**src/rtl/fetch_queue.sv**
```systemverilog
// Instruction fetch unit: issues word fetches to instruction memory and buffers
// the returned words with their PCs in a small FIFO; supports redirects and halt-on-zero.
module fetch_queue #(
  parameter int              AW           = 32,
  parameter int              DEPTH        = 4,
  parameter logic [AW-1:0]   RESET_PC     = AW'(32'h00400000),
  parameter bit              STOP_ON_ZERO = 1'b1
) (
  input  logic          clock,
  input  logic          reset_n,
  output logic          imem_req,
  output logic [AW-1:0] imem_addr,
  input  logic          imem_ack,
  input  logic [31:0]   imem_rdata,
  output logic          inst_valid,
  output logic [31:0]   inst,
  output logic [AW-1:0] inst_pc,
  input  logic          inst_ready,
  input  logic          redir_valid,
  input  logic [AW-1:0] redir_target,
  output logic          halted
);

  localparam int PW = (DEPTH > 1) ? $clog2(DEPTH) : 1;
  localparam int CW = PW + 1;

  typedef enum logic [1:0] {
    S_IDLE,
    S_FETCH,
    S_FLUSH,
    S_HALT
  } state_t;

  state_t        state_q, state_d;
  logic [CW-1:0] count_q, count_d;
  logic [PW-1:0] wr_ptr_q, wr_ptr_d;
  logic [PW-1:0] rd_ptr_q, rd_ptr_d;
  logic [AW-1:0] fetch_pc_q, fetch_pc_d;
  logic [AW-1:0] flush_addr_q, flush_addr_d;

  logic [31:0]   inst_mem [DEPTH];
  logic [AW-1:0] pc_mem   [DEPTH];

  logic          enq;
  logic          deq;
  logic          flush;
  logic          acked;
  logic [AW-1:0] redir_pc;

  assign redir_pc   = redir_target & ~AW'(3);
  assign imem_req   = ((state_q == S_FETCH) && (count_q < CW'(DEPTH))) || (state_q == S_FLUSH);
  // While flushing, the abandoned request's address must stay on the bus until it is acked.
  assign imem_addr  = (state_q == S_FLUSH) ? flush_addr_q : fetch_pc_q;
  assign acked      = imem_req & imem_ack;
  assign inst_valid = (count_q != '0);
  assign inst       = inst_mem[rd_ptr_q];
  assign inst_pc    = pc_mem[rd_ptr_q];
  assign halted     = (state_q == S_HALT);

  always_comb begin
    state_d      = state_q;
    fetch_pc_d   = fetch_pc_q;
    flush_addr_d = flush_addr_q;
    enq          = 1'b0;
    flush        = 1'b0;
    case (state_q)
      S_IDLE: begin
        state_d = S_FETCH;
      end
      S_FETCH: begin
        if (redir_valid) begin
          flush      = 1'b1;
          fetch_pc_d = redir_pc;
          if (imem_req && !imem_ack) begin
            state_d      = S_FLUSH;
            flush_addr_d = fetch_pc_q;
          end
        end else if (acked) begin
          if (STOP_ON_ZERO && (imem_rdata == '0)) begin
            state_d = S_HALT;
          end else begin
            enq        = 1'b1;
            fetch_pc_d = fetch_pc_q + AW'(4);
          end
        end
      end
      S_FLUSH: begin
        if (redir_valid) begin
          flush      = 1'b1;
          fetch_pc_d = redir_pc;
        end
        if (imem_ack) begin
          state_d = S_FETCH;
        end
      end
      S_HALT: begin
        if (redir_valid) begin
          flush      = 1'b1;
          fetch_pc_d = redir_pc;
          state_d    = S_FETCH;
        end
      end
      default: begin
        state_d = S_IDLE;
      end
    endcase
  end

  // A redirect empties the queue outright, so it also suppresses any dequeue that edge.
  assign deq = inst_valid & inst_ready & ~flush;

  always_comb begin
    count_d  = count_q;
    wr_ptr_d = wr_ptr_q;
    rd_ptr_d = rd_ptr_q;
    if (flush) begin
      count_d  = '0;
      wr_ptr_d = '0;
      rd_ptr_d = '0;
    end else begin
      count_d  = count_q + CW'(enq) - CW'(deq);
      wr_ptr_d = wr_ptr_q + PW'(enq);
      rd_ptr_d = rd_ptr_q + PW'(deq);
    end
  end

  always_ff @(posedge clock or negedge reset_n) begin
    if (!reset_n) begin
      state_q      <= S_IDLE;
      count_q      <= '0;
      wr_ptr_q     <= '0;
      rd_ptr_q     <= '0;
      fetch_pc_q   <= RESET_PC;
      flush_addr_q <= RESET_PC;
    end else begin
      state_q      <= state_d;
      count_q      <= count_d;
      wr_ptr_q     <= wr_ptr_d;
      rd_ptr_q     <= rd_ptr_d;
      fetch_pc_q   <= fetch_pc_d;
      flush_addr_q <= flush_addr_d;
    end
  end

  // Queue storage carries no reset; entries are only read while counted as valid.
  always_ff @(posedge clock) begin
    if (enq) begin
      inst_mem[wr_ptr_q] <= imem_rdata;
      pc_mem[wr_ptr_q]   <= fetch_pc_q;
    end
  end

endmodule

```
**config.mk**
```make
export PLATFORM = sky130hd
export DESIGN_NAME = fetch_queue
export DESIGN_NICKNAME = d
export VERILOG_FILES = /design/src/rtl/fetch_queue.sv
export SDC_FILE = /design/constraint.sdc
export NUM_CORES = 1
export LEC_CHECK = 0
export BUFFER_PORTS_ARGS = -buffer_cell sky130_fd_sc_hd__buf_2
export CAP_MARGIN = 30
export CORE_MARGIN = 1
export CORE_UTILIZATION = 36
export CTS_BUF_LIST = sky130_fd_sc_hd__clkbuf_16
export DETAILED_ROUTE_END_ITERATION = 10
export GPL_TIMING_DRIVEN = 1
export PLACE_DENSITY = 0.61
export SLEW_MARGIN = 30
export SYNTH_ARGS = -nofsm -noshare
export SYNTH_HDL_FRONTEND = slang
export SYNTH_SLANG_ARGS = --single-unit
```
**constraint.sdc**
```tcl
create_clock -name clock -period 14.3 [get_ports clock]
set_input_delay 0.715 -clock clock [delete_from_list [all_inputs] [get_ports clock]]
set_output_delay 0.715 -clock clock [all_outputs]
set_load 0.02 [all_outputs]
```
# ---- Word-level counts from Yosys, hierarchy flattened
# Memories as Yosys holds them, arrays and structs flattened.
# Index checks and enable logic that the tools add are counted.
dict set report classes {
  order_cmp 1
  reduce_logical 13
  muxes 24
  bitwise_logic 4
  eq_ne 10
  add_sub_neg 5
}
# operator n
set op_table {}
lappend op_table {{32-bit two-way mux} 5}
lappend op_table {{32-bit one-hot mux with 2 select lines} 1}
lappend op_table {{32-bit by 3-bit adder with 32-bit output (second input constant)} 1}
lappend op_table {{32-bit zero test} 1}
lappend op_table {{2-bit two-way mux} 8}
lappend op_table {{1-bit two-way mux} 8}
lappend op_table {{2-bit one-hot mux with 4 select lines} 1}
lappend op_table {{3-bit by 2-bit != test with 1-bit output (second input constant)} 2}
lappend op_table {{3-bit != test (second input constant)} 2}
lappend op_table {{5-bit AND reduction} 1}
lappend op_table {{2-bit by 1-bit adder with 2-bit output} 2}
lappend op_table {{2-bit == test (second input constant)} 2}
lappend op_table {{2-bit != test (second input constant)} 2}
lappend op_table {{4-bit AND reduction} 1}
lappend op_table {{3-bit by 1-bit adder with 3-bit output} 1}
lappend op_table {{1-bit bitwise AND} 3}
lappend op_table {{3-bit less-than comparator (second input constant)} 1}
lappend op_table {{3-bit two-way mux} 1}
lappend op_table {{3-bit AND reduction} 1}
lappend op_table {{3-bit nonzero test} 1}
lappend op_table {{3-bit OR reduction} 1}
lappend op_table {{3-bit by 1-bit subtractor with 3-bit output} 1}
lappend op_table {{2-bit by 1-bit == test with 1-bit output (second input constant)} 1}
lappend op_table {{1-bit logical AND} 2}
lappend op_table {{other kinds (7)} 7}
dict set report totals {
  reg_bits 73
  elab_cells 65
  memories 2
  out_inout_bits 99
  ramBits 256
}
# name words width read_ports rd_clocked_by_memory_dff write_ports line_no
set mem_list {}
lappend mem_list {inst_mem 4 32 1 0 1 41} ;# logic [31:0] inst_mem [DEPTH];
lappend mem_list {pc_mem 4 32 1 0 1 42} ;# logic [AW-1:0] pc_mem [DEPTH];

# ---- Longest topological paths before layout
# Gate-level depths: netlist (run 1).
dict set report logic_depth {
  ltp_word 10
  mapped_depth 13
  ltp_nobuf 12
}

# ---- Worst setup path before layout (run 1)
# OpenSTA, ideal clock, no wires.
dict set report synth_path {
  path_type {input -> register}
  start {input redir_valid}
  end {memory inst_mem[2][0] (enable)}
  setup_ps 571
  required_time_ps 13729
  cell_stages 6
  slack_ps 7607
  arrival_ps 6122
  cell_sequence {clkbuf_1 > inv_1 > nand2_1 > or3_1 > clkbuf_1 > nor3b_1}
}
dict set report synth_between {
  elab_chain_cells 4
}
# item line_no
set synth_lines {}
lappend synth_lines {{start, declared} 19} ;# input logic redir_valid,
lappend synth_lines {{1-bit two-way mux} 71} ;# if (redir_valid) begin
lappend synth_lines {{1-bit two-way mux} 66} ;# case (state_q)
lappend synth_lines {{1-bit two-way mux} 147} ;# if (enq) begin
lappend synth_lines {{1-bit two-way mux (implied by the code)} 148} ;# inst_mem[wr_ptr_q] <= imem_rdata;
lappend synth_lines {{end, declared} 41}
# Every way passes these cells.

# ---- Worst setup path after layout (run 1)
dict set report layout_path {
  start {register state_q[1]}
  end {memory inst_mem[0][24] (enable)}
}
dict set report layout_between {
  elab_chain_cells 9
}
# item line_no
set layout_lines {}
lappend layout_lines {{start, declared} 34} ;# state_t state_q, state_d;
lappend layout_lines {{start signal, assigned} 136} ;# state_q <= state_d;
lappend layout_lines {{2-bit by 1-bit == test with 1-bit output} {51, 66}}
lappend layout_lines {{1-bit logical AND} 51} ;# assign imem_req = ((state_q == S_FETCH) && (count_q < CW'(DEPTH))) || (state_q == S_FLUSH);
lappend layout_lines {{1-bit logical OR} 51}
lappend layout_lines {{1-bit bitwise AND} 54} ;# assign acked = imem_req & imem_ack;
lappend layout_lines {{1-bit two-way mux} 78} ;# end else if (acked) begin
lappend layout_lines {{1-bit two-way mux} 71}
lappend layout_lines {{1-bit two-way mux (*)} 66}
lappend layout_lines {{1-bit two-way mux (*)} 147}
lappend layout_lines {{1-bit two-way mux (implied by the code) (*)} 148}
# Every way passes the cells marked *; elsewhere a longest branch is shown, timed or not.

==> results of run 1 <==
cell type report:
class                      count  area share (%)
multi-input combinational    428           23.75
clock inverter                27          0.7767
tap                          461           3.730
clock buffer                  37           5.987
timing repair buffer         176           6.117
inverter                      11          0.2670
sequential                   317           59.37
sequential cells by signal, summed over array words and instances, names as in the netlist:
signal / count
inst_mem: 128
pc_mem: 120
fetch_pc_q: 30
flush_addr_q: 30
count_q: 3
rd_ptr_q: 2
state_q: 2
wr_ptr_q: 2
per-layer routing:
| layer | global-route usage [%] | wire length [um] | up-vias | share of wire (%) |
|---|---|---|---|---|
| li1 | - | - | 3488 | - |
| met5 | 0 | 0 | - | 0 |
| met3 | 3.146 | 1952 | 45 | 6.2 |
| met1 | 23.72 | 13900 | 3941 | 44 |
| met4 | 4.088 | 540 | 0 | 1.7 |
| met2 | 28.14 | 15080 | 264 | 48 |
kinds of logic after synthesis:
group | after synthesis | share of synthesized area, %
adders and majority gates | 6 | 0.6311
other | 1 | 0.02866
muxes | 90 | 13.06
and+or+nand+nor | 213 | 7.841
DFF | 317 | 70.13
xor gates and xnor gates | 4 | 0.2677
AOI/OAI and AO/OA | 111 | 5.852
buffers and inverters | 66 | 2.190
path summary, 6_finish.rpt:
check,from,endpoint,slack (ps),cells past startpoint
min reg2reg,flush_addr_q[25],flush_addr_q[25],480,2
max in group asynchronous,reset_n,rd_ptr_q[1],13460,2
min in group clock,imem_rdata[20],inst_mem[2][20],450,1
max reg2reg,state_q[1],inst_mem[0][24],10780,6
max,state_q[1],inst_mem[0][24],10780,6
min,reset_n,flush_addr_q[8],320,2
power by group:
group          leakage [nW]  internal (mW)  switching (mW)  total [mW]
combinational          1.97          0.317           0.452       0.769
sequential             3.04           1.17           0.169        1.34
clock                 0.547          0.467           0.352       0.819
Yosys cell counts, types with 3 or more instances:
library cell                  n
sky130_fd_sc_hd__mux2_2      26
sky130_fd_sc_hd__nand4_1     14
sky130_fd_sc_hd__nand3_1      7
sky130_fd_sc_hd__o21ai_0     16
sky130_fd_sc_hd__a41oi_1      3
sky130_fd_sc_hd__a22oi_1      7
sky130_fd_sc_hd__o2bb2a_1     5
sky130_fd_sc_hd__mux4_2      62
sky130_fd_sc_hd__clkbuf_1    30
sky130_fd_sc_hd__a2bb2oi_1    7
sky130_fd_sc_hd__a32o_1       3
sky130_fd_sc_hd__a31oi_1     13
sky130_fd_sc_hd__nor4_1       9
sky130_fd_sc_hd__xnor2_1      4
sky130_fd_sc_hd__o22ai_1      9
sky130_fd_sc_hd__and3_1       6
sky130_fd_sc_hd__or3_1        4
sky130_fd_sc_hd__inv_1       11
sky130_fd_sc_hd__a21oi_1     23
sky130_fd_sc_hd__buf_2       16
sky130_fd_sc_hd__and2_1       5
sky130_fd_sc_hd__nor2_1      32
sky130_fd_sc_hd__dfrtp_1     67
sky130_fd_sc_hd__nor3_1       7
sky130_fd_sc_hd__ha_1         5
sky130_fd_sc_hd__nand2_1    112
sky130_fd_sc_hd__buf_4        5
sky130_fd_sc_hd__o22a_1      14
sky130_fd_sc_hd__buf_1        4
sky130_fd_sc_hd__edfxtp_1   248
through the flow:
step	utilization (%)	area (um^2)	std cells	power [mW]
2_1_floorplan	-	13100	811	1.846
3_3_place_gp	40.32	14380	1392	2.112
3_5_place_dp	40.41	14410	1393	2.132
4_1_cts	43.34	15450	1457	2.960
5_1_grt	43.37	15460	1457	3.076
6_report	43.37	15460	1457	2.923
==> results.sh, run 1 <==
export IMPL_worst_slew_pin_transition_ps=918.6
export IMPL_timing_critical_path_cells="inv_1, nand2_1, buf_4, or3_1, nor3_2, buf_4"
export IMPL_die_width_um=192.7
export IMPL_highest_cell_delay_on_the_worst_timing_path_ps=770
export IMPL_die_h_um=192.7
export IMPL_fp_row_count=69
export IMPL_tritoncts_clock_tree="built"
export IMPL_hold_worst_slack_ps=323.9
export IMPL_cts_max_path_buffers=3
export IMPL_pre_cts_ws_ps=10180
export IMPL_setup_worst_path_end_class="flip-flop"
export IMPL_slew_headroom_pct=38.29
export IMPL_post_cts_resized_instances=0
export IMPL_synth_top_area_share_pct=56.91
export IMPL_htree_levels=2
export IMPL_io_buffers=161
export IMPL_mappedNetlistArea_um2=13090
export IMPL_setup_viol=0
export IMPL_count_of_nets_left_with_antenna_violations_after_detail_routing=0
export IMPL_critical_path_top_delay_family="simple AND/OR/NAND/NOR gates"
export IMPL_design_die_area_um2=37110
export IMPL_tritoncts_num_sinks=317
export IMPL_filler_cell_count=3192
export IMPL_power_density_cell_area_nw_per_um2=189.0
export IMPL_dpl_hpwl_mm=19.38
export IMPL_area_growth_synth_to_final_pct=18.19
export IMPL_n_antenna_cell=0
export IMPL_synth_edff_count=248
export IMPL_numCtsBuffers=37
export IMPL_report_final_slew_viol_count=0
export IMPL_cts_hold_buf=0
export IMPL_post_route_cells_drive_above_1_share_pct=33.33
export IMPL_ys_ff_latch=317
export IMPL_fin_crit_sh_pct=24.61
export IMPL_yosys_top_cells_area="sky130_fd_sc_hd__edfxtp_1, sky130_fd_sc_hd__dfrtp_1, sky130_fd_sc_hd__mux4_2"
export IMPL_post_synth_top_area_cell="sky130_fd_sc_hd__edfxtp_1"
export IMPL_hold_viol_final=0
export IMPL_multi_input_comb_area_um2=3674
export IMPL_postSynth_asyncResetShare_pct=21.77
export IMPL_timing_final_ws_setup_ps=10780
export IMPL_initial_utilization_pct=36.70
export IMPL_synth_flop_cell="sky130_fd_sc_hd__edfxtp_1"
export IMPL_grt_pass1_vias=7784
export IMPL_drc=28
export IMPL_ios=168
export IMPL_skew_ps=14.86
export IMPL_layout_area_seq_um2=9181
export IMPL_rsz_0062_raised_after_global_routing="false"
export IMPL_vias_per_cell=5.311
export IMPL_gp_congestion=0.7540
export IMPL_timing_critical_path_from_type="flip-flop"
export IMPL_design_core_area_um2=35660
export IMPL_setup_tns_ps=0
export IMPL_dr_pass1_iters=8
export IMPL_routed_wire_per_std_cell_um=21.60
export IMPL_hold_removal_path_class="in -> async"
export IMPL_crit_fanout=53
export IMPL_synth_yosys_warnings=0
export IMPL_synthCells=808
export IMPL_grt_use_total_pct=17.21
export IMPL_post_cts_setup_buffer_count=0
export IMPL_clk_transition_reported_paths_ps=60
export IMPL_postSynthAreaPerCell_um2=16.19
export IMPL_most_frequent_cell_on_critical_path="sky130_fd_sc_hd__buf_4"
export IMPL_sequential_fraction_of_the_synthesis_area_pct=70.13
export IMPL_congestion_overflow_gr=0
export IMPL_dr_total_vias=7738
export IMPL_crit_buf_inv=3
export IMPL_critical_path_required_ps=14420
export IMPL_grt_pass1_wl_mm=47.55
export IMPL_layout_min_cycle_time_ps=3520
export IMPL_synth_lib_cells_used_distinct=58
export IMPL_critPathSlowestCell="sky130_fd_sc_hd__buf_4"
export IMPL_layout_common_cells="sky130_fd_sc_hd__edfxtp_1, sky130_fd_sc_hd__buf_2, sky130_fd_sc_hd__nand2_1, sky130_fd_sc_hd__dfrtp_1, sky130_fd_sc_hd__mux4_2"
export IMPL_grt_max_degree=70
export IMPL_max_clock_freq_mhz=284.1
export IMPL_leakagePower_nw=5.555
export IMPL_insertion_delay_ps=510
export IMPL_drt_first_iter_violations=454
export IMPL_run_status="complete, but fails checks"
export IMPL_route_final_wire_length_mm=31.48
export IMPL_failed_checks="DRC"
export IMPL_mostFrequentLayoutCell="sky130_fd_sc_hd__edfxtp_1"
export IMPL_drv_cap=0
export IMPL_worst_endpoint_arrival_ps=3640
export IMPL_finish_net_count=1046
export IMPL_vdd_drop_max_mv=0.1199
export IMPL_antenna_found_initial=0
export IMPL_cts_root_buffer_cell="sky130_fd_sc_hd__clkbuf_16"
export IMPL_worstSetupPathType="reg -> reg"
Note: power is estimated with default switching activity, not from simulation.
==> run 2, diff against run 1 <==
--- a/config.mk
+++ b/config.mk
@@ -5,6 +5,7 @@
 export SDC_FILE = /design/constraint.sdc
 export NUM_CORES = 1
 export LEC_CHECK = 0
+export ABC_AREA = 1
 export BUFFER_PORTS_ARGS = -buffer_cell sky130_fd_sc_hd__buf_2
 export CAP_MARGIN = 30
 export CORE_MARGIN = 1
==> constraint.sdc (replaced) <==
create_clock -name clock -period 3.45 [get_ports clock]
set_input_delay 0.1725 -clock clock [delete_from_list [all_inputs] [get_ports clock]]
set_output_delay 0.1725 -clock clock [all_outputs]
set_load 0.02 [all_outputs]
==> run 2 against run 1 <==
  * The run now ends clean
  * First-iteration DRC count is 41% higher
  * Sequential power grew to 4.1 times the previous value
  * Via count up 29%
  * Utilization increased by 2.0 points
  * Sequential cell count unchanged
  * Register-to-register slack got worse by 9900 ps
  * Hold slack got worse by 70 ps
  * Total power grew to 4.7 times the previous value
==> results.sh, run 2 <==
export IMPL_drt_first_iter_violations=639
export IMPL_cts_max_path_buffers=3
export IMPL_postSynth_asyncResetShare_pct=21.77
export IMPL_tritoncts_num_sinks=317
export IMPL_hold_viol_final=0
export IMPL_cts_root_buffer_cell="sky130_fd_sc_hd__clkbuf_16"
export IMPL_numCtsBuffers=36
export IMPL_dpl_hpwl_mm=20.49
export IMPL_worst_endpoint_arrival_ps=3170
export IMPL_top_regs="inst_mem x128, pc_mem x120"
export IMPL_postSynthAreaPerCell_um2=10.42
export IMPL_wl_met3_mm=2.109
export IMPL_hold_removal_path_class="in -> reg"
export IMPL_post_synth_top_area_cell="sky130_fd_sc_hd__edfxtp_1"
export IMPL_hold_end="rd_ptr_q[0]"
export IMPL_route_final_wire_length_mm=34.09
export IMPL_timing_critical_path_from_type="input pin"
export IMPL_vias_per_cell=4.977
export IMPL_drv_cap=0
export IMPL_finish_net_count=1588
export IMPL_synthCells=1294
export IMPL_post_cts_setup_buffer_count=0
export IMPL_layout_min_cycle_time_ps=2764
export IMPL_hold_worst_slack_ps=254.1
export IMPL_met2WireLength_mm=15.83
export IMPL_dr_total_vias=9998
export IMPL_htree_levels=2
export IMPL_design_core_area_um2=36700
export IMPL_hold_depth=6
export IMPL_final_cell_area_um2=16630
export IMPL_run_status="finished clean"
export IMPL_die_width_um=195.5
export IMPL_area_growth_synth_to_final_pct=23.40
export IMPL_layout_common_cells="sky130_fd_sc_hd__nand2_1, sky130_fd_sc_hd__edfxtp_1, sky130_fd_sc_hd__nor2_1, sky130_fd_sc_hd__buf_2, sky130_fd_sc_hd__o21ai_0"
export IMPL_vdd_drop_max_mv=0.4876
export IMPL_clk_transition_reported_paths_ps=50
export IMPL_finish_cell_count_without_fillers=2009
export IMPL_ff2ff_setup_slack_ps=920
export IMPL_drc=0
export IMPL_largest_register_ff_count=128
export IMPL_timing_final_ws_setup_ps=686.0
export IMPL_grt_use_total_pct=17.93
export IMPL_sequential_fraction_of_the_synthesis_area_pct=68.07
export IMPL_tritoncts_clock_tree="built"
export IMPL_skew_ps=15.98
export IMPL_synth_commonest_cells="sky130_fd_sc_hd__nand2_1, sky130_fd_sc_hd__edfxtp_1, sky130_fd_sc_hd__nor2_1"
export IMPL_m1WireLength_mm=15.65
export IMPL_crit_fanout=6
export IMPL_timing_critical_path_cells="dlygate4sd3_1, buf_2, nor2_1, nand2_1, nor2_1, nand2_1, nor2_1, inv_1, nand3_1, buf_4, ha_1, inv_1, ha_1, inv_1, fa_1, o22ai_1, a21oi_1"
export IMPL_place_area_um2=14810
export IMPL_r2r_start="state_q[1]"
export IMPL_io_buffers=161
export IMPL_critical_path_required_ps=3850
export IMPL_fin_crit_sh_pct=80.12
export IMPL_critPathSlowestCell="sky130_fd_sc_hd__dlygate4sd3_1"
export IMPL_largest_register="inst_mem"
export IMPL_gp_congestion=0.8395
export IMPL_layout_utilization_pct=45.33
export IMPL_pre_cts_ws_ps=724.6
export IMPL_design_die_area_um2=38220
export IMPL_most_frequently_used_cell_type_in_the_post_synthesis_netlist="sky130_fd_sc_hd__nand2_1"
export IMPL_rsz_0062_raised_after_global_routing="false"
export IMPL_setup_viol=0
export IMPL_worstSetupPathType="in -> reg"
export IMPL_worst_slew_pin_transition_ps=724.2
export IMPL_worst_hold_startpoint="inst_ready"
export IMPL_mappedNetlistArea_um2=13480
export IMPL_congestion_overflow_gr=0
export IMPL_mostFrequentLayoutCell="sky130_fd_sc_hd__nand2_1"
export IMPL_insertion_delay_ps=520
export IMPL_grt_max_degree=95
export IMPL_fp_row_count=70
export IMPL_antenna_found_initial=0
export IMPL_routed_top_layer="met4"
export IMPL_power_density_cell_area_nw_per_um2=829.5
export IMPL_setup_worst_path_end_class="flip-flop"
export IMPL_synth_top_area_share_pct=55.24
export IMPL_max_clock_freq_mhz=361.8
export IMPL_synth_lib_cells_used_distinct=31
export IMPL_die_h_um=195.5
export IMPL_synth_edff_count=248
export IMPL_critical_path_top_delay_family="buffers and inverters"
export IMPL_yosys_top_cells_area="sky130_fd_sc_hd__edfxtp_1, sky130_fd_sc_hd__dfrtp_1, sky130_fd_sc_hd__nand2_1"
export IMPL_ys_ff_latch=317
export IMPL_leakagePower_nw=6.514
export IMPL_dr_pass1_iters=7
export IMPL_count_of_nets_left_with_antenna_violations_after_detail_routing=0
export IMPL_report_final_slew_viol_count=0
export IMPL_slew_headroom_pct=51.72
export IMPL_reg2regPathDepth=14
export IMPL_crit_buf_inv=6
export IMPL_worstReg2RegEnd="count_q[2]"
export IMPL_dp_cells=1878
export IMPL_routed_wire_per_std_cell_um=16.97
export IMPL_post_route_cells_drive_above_1_share_pct=16.61
export IMPL_synth_yosys_warnings=0
export IMPL_n_antenna_cell=0
export IMPL_highest_cell_delay_on_the_worst_timing_path_ps=540
export IMPL_synth_flop_cell="sky130_fd_sc_hd__edfxtp_1"
export IMPL_grt_pass1_wl_mm=53.33
export IMPL_grt_pass1_vias=9681
export IMPL_initial_utilization_pct=36.73
export IMPL_ios=168
## run 2: logic make-up (layout without fill, tap and decap cells)
| family | after synthesis | count (layout) | share of synthesized area (%) |
|---|---|---|---|
| xor+xnor | 7 | 7 | 0.4548 |
| fa+ha+maj | 6 | 6 | 0.6126 |
| buf+inv | 126 | 370 | 3.703 |
| other cells | 1 | 4 | 0.02782 |
| simple gates | 569 | 569 | 16.47 |
| compound gates | 267 | 267 | 10.59 |
| mux | 1 | 1 | 0.07426 |
| flops | 317 | 317 | 68.07 |
## run 2: worst max path at each step
stage	from	slack [ps]	cells after the start	to
final	imem_rdata[3]	690	17	count_q[2]
after global routing	imem_rdata[7]	480	17	count_q[2]
after CTS	rd_ptr_q[1]	700	5	inst_pc[24]
after detailed placement	imem_rdata[3]	720	16	count_q[2]
after global placement	imem_rdata[3]	770	16	count_q[2]
after floorplan	state_q[1]	-740	7	inst_mem[1][0]
## run 2: layer usage
metal / track usage [%] / vias up
li1: - / 4880
met1: 24.53 / 4773
met2: 29.62 / 305
met3: 3.212 / 40
met4: 4.170 / 0
met5: 0 / -
## run 2: worst register-to-register path, stage by stage, from the launching register on
cell and delay (ps):
sky130_fd_sc_hd__dfrtp_1 440, sky130_fd_sc_hd__inv_2 110, sky130_fd_sc_hd__nand2_1 110, sky130_fd_sc_hd__o21ai_2 200, sky130_fd_sc_hd__nand2_1 140, sky130_fd_sc_hd__inv_1 80
sky130_fd_sc_hd__nand3_1 70, sky130_fd_sc_hd__buf_4 190, sky130_fd_sc_hd__ha_1 280, sky130_fd_sc_hd__inv_1 60, sky130_fd_sc_hd__ha_1 130, sky130_fd_sc_hd__inv_1 40
sky130_fd_sc_hd__fa_1 380, sky130_fd_sc_hd__o22ai_1 140, sky130_fd_sc_hd__a21oi_1 60
## run 2: layout make-up
cell class / instances / area (um^2)
clock buffers: 37 / 925.9
multi-input cells: 854 / 3866
repair buffers: 244 / 1623
fillers: 3438 / 20060
flip-flops and latches: 317 / 9181
well taps: 468 / 585.6
inverters: 60 / 226.5
clock inverters: 29 / 226.5
## run 2: stage by stage
stage	power [mW]	TNS [ps]
after floorplan	8.414	-184120
after global placement	10.03	0
after detailed placement	10.13	0
after CTS	13.92	0
after global routing	14.62	0
final	13.80	0
## run 2: what timing repair did
item | 4_1_cts | 5_1_grt
endpoints found under the setup margin | 0 | 0
hold endpoints to repair | 227 | 0
hold buffers | 65 | 0
gates resized for setup | 0 | 0
## run 2: power breakdown
| part | total [mW] | internal, mW | leakage, nW | switching, mW |
|---|---|---|---|---|
| Sequential | 5.54 | 4.84 | 3.11 | 0.696 |
| Combinational | 4.55 | 1.39 | 2.82 | 3.16 |
| Clock | 3.71 | 2.18 | 0.583 | 1.53 |
| Total | 13.8 | 8.41 | 6.51 | 5.39 |
==> run 3, diff against run 2 <==
--- a/config.mk
+++ b/config.mk
@@ -13,7 +13,7 @@
 export CTS_BUF_LIST = sky130_fd_sc_hd__clkbuf_16
 export DETAILED_ROUTE_END_ITERATION = 10
 export GPL_TIMING_DRIVEN = 1
-export PLACE_DENSITY = 0.61
+export PLACE_DENSITY = 0.63
 export SLEW_MARGIN = 30
 export SYNTH_ARGS = -nofsm -noshare
 export SYNTH_HDL_FRONTEND = slang
==> constraint.sdc (replaced) <==
create_clock -name clock -period 2.3 [get_ports clock]
set_input_delay 0.115 -clock clock [delete_from_list [all_inputs] [get_ports clock]]
set_output_delay 0.115 -clock clock [all_outputs]
set_load 0.02 [all_outputs]
==> run 3 against run 2 <==
  * Non-clock buffer count rose by 38
  * Hold slack got worse by 210 ps
  * Wire length fell by 1.3%
  * Global-route usage fell by 0.35 points
  * Clock-buffer cell count fell by 1
  * Critical path type is now reg -> out
  * Largest power group unchanged
  * Highest routed layer unchanged
==> results.sh, run 3 (synthesis results as in run 2) <==
export IMPL_run_status="finished clean"
export IMPL_critical_path_required_ps=2180
export IMPL_area_growth_synth_to_final_pct=26.46
export IMPL_setup_worst_path_end_class="output pin"
export IMPL_hold_viol_final=0
export IMPL_r2r_start="state_q[1]"
export IMPL_layout_common_cells="sky130_fd_sc_hd__nand2_1, sky130_fd_sc_hd__edfxtp_1, sky130_fd_sc_hd__nor2_1, sky130_fd_sc_hd__buf_2, sky130_fd_sc_hd__o21ai_0"
export IMPL_tritoncts_num_sinks=317
export IMPL_gp_congestion=0.8806
export IMPL_vdd_drop_max_mv=0.7126
export IMPL_ios=168
export IMPL_count_of_nets_left_with_antenna_violations_after_detail_routing=0
export IMPL_dr_total_vias=10050
export IMPL_clk_transition_reported_paths_ps=60
export IMPL_dr_pass1_iters=5
export IMPL_finish_net_count=1625
export IMPL_critPathSlowestCell="sky130_fd_sc_hd__dfrtp_4"
export IMPL_route_final_wire_length_mm=33.65
export IMPL_grt_max_degree=95
export IMPL_largest_register="inst_mem"
export IMPL_highest_cell_delay_on_the_worst_timing_path_ps=460
export IMPL_cts_max_path_buffers=3
export IMPL_pre_cts_ws_ps=21.74
export IMPL_drt_first_iter_violations=720
export IMPL_fp_row_count=70
export IMPL_dpl_hpwl_mm=21.53
export IMPL_top_regs="inst_mem x128, pc_mem x120"
export IMPL_crit_fanout=94
export IMPL_drv_cap=0
export IMPL_grt_pass1_wl_mm=52.32
export IMPL_io_buffers=161
export IMPL_worst_slew_pin_transition_ps=581.3
export IMPL_vias_per_cell=4.920
export IMPL_htree_levels=2
export IMPL_finish_cell_count_without_fillers=2043
export IMPL_timing_critical_path_from_type="flip-flop"
export IMPL_drc=0
export IMPL_filler_cell_count=3382
export IMPL_slew_headroom_pct=61.19
export IMPL_timing_final_ws_setup_ps=94.55
export IMPL_routed_wire_per_std_cell_um=16.47
export IMPL_finalPower_mw=20.68
export IMPL_die_h_um=195.5
export IMPL_insertion_delay_ps=510
export IMPL_cts_root_buffer_cell="sky130_fd_sc_hd__clkbuf_16"
export IMPL_worst_endpoint_arrival_ps=2090
export IMPL_congestion_overflow_gr=0
export IMPL_leakagePower_nw=6.708
export IMPL_worst_setup_path_startpoint="rd_ptr_q[0]"
export IMPL_max_clock_freq_mhz=453.4
export IMPL_largest_register_ff_count=128
export IMPL_initial_utilization_pct=36.73
export IMPL_antenna_found_initial=0
export IMPL_hold_removal_path_class="in -> async"
export IMPL_power_density_cell_area_nw_per_um2=1213
export IMPL_die_width_um=195.5
export IMPL_crit_buf_inv=2
export IMPL_timing_critical_path_cells="buf_12, o21ai_0, o22ai_1, buf_2"
export IMPL_critical_path_top_delay_family="buffers and inverters"
export IMPL_post_route_cells_drive_above_1_share_pct=18.92
export IMPL_mostFrequentLayoutCell="sky130_fd_sc_hd__nand2_1"
export IMPL_numCtsBuffers=35
export IMPL_report_final_slew_viol_count=0
export IMPL_fin_crit_sh_pct=95.89
export IMPL_grt_use_total_pct=17.58
export IMPL_skew_ps=18.81
export IMPL_n_antenna_cell=0
export IMPL_grt_pass1_vias=9480
export IMPL_tritoncts_clock_tree="built"
export IMPL_layout_min_cycle_time_ps=2205
export IMPL_worstSetupPathType="reg -> out"
export IMPL_design_core_area_um2=36700
export IMPL_setup_viol=0
export IMPL_dp_cells=1914
export IMPL_design_die_area_um2=38220
## run 3: cell count changes in the layout (fill, tap and decap cells not counted), sizes merged
cell and delta:
clkbuf -1, buf +38, bufinv -1, clkinvlp -1, inv -1
## run 3: routing by layer
metal  GRT usage, %  routed length [um]  vias up  part of all wire [%]
li1               -                   -     4959                     -
met1          24.20               15350     4733                    46
met2          28.61               15590      315                    46
met3          3.126                2075       44                   6.2
met4          4.695                 632        0                   1.9
met5              0                   0        -                     0
## run 3: path summary, 6_finish.rpt
check                              endpoint  slack [ps]  cells after the start
setup / recovery                inst_pc[24]          90                      4
hold / removal             flush_addr_q[28]          40                      2
setup reg to reg                 count_q[1]         110                     12
hold reg to reg            flush_addr_q[22]         480                      2
max in group asynchronous     fetch_pc_q[2]        1580                      3
min in group clock              rd_ptr_q[0]         310                      7
## run 3: final cells by class
type / count / area (um^2) / area share (%)
tap: 468 / 585.6 / 3.435
sequential: 317 / 9183 / 53.86
clock inverter: 26 / 180.2 / 1.057
clock buffer: 36 / 900.9 / 5.284
inverter: 60 / 226.5 / 1.328
timing repair buffer: 282 / 2047 / 12.01
multi-input combinational: 854 / 3925 / 23.02
## run 3: per-stage QoR
stage                     hold WS, ps  setup TNS, ps  util, %  instance area (um^2)
final                           44.89              0    46.45                 17050
after global routing            53.80         -9.481    46.45                 17050
after CTS                       35.68              0    46.31                 17000
after detailed placement        49.52              0    41.59                 15260
after global placement          51.93              0    41.59                 15260
after floorplan                -180.6        -192750        -                 13570
## run 3: where the power goes
part	switching, mW	internal [mW]	total, mW	leakage (nW)
logic	4.95	2.34	7.30	3.06
clock network	2.15	3.06	5.21	0.541
registers	0.909	7.26	8.17	3.11
## run 3: worst register-to-register path, delay by kind of cell, from the launching register on
| family | cells | cell delay, ps |
|---|---|---|
| buf+inv | 4 | 280 |
| flops | 1 | 430 |
| compound gates | 1 | 190 |
| simple gates | 4 | 280 |
| fa+ha+maj | 3 | 910 |
## run 3: what timing repair did
item,4_1_cts,5_1_grt
buffers inserted,0,2
endpoints found under the hold margin,228,0
setup endpoints to repair,0,18
gates resized for setup,0,13
hold buffers,65,0
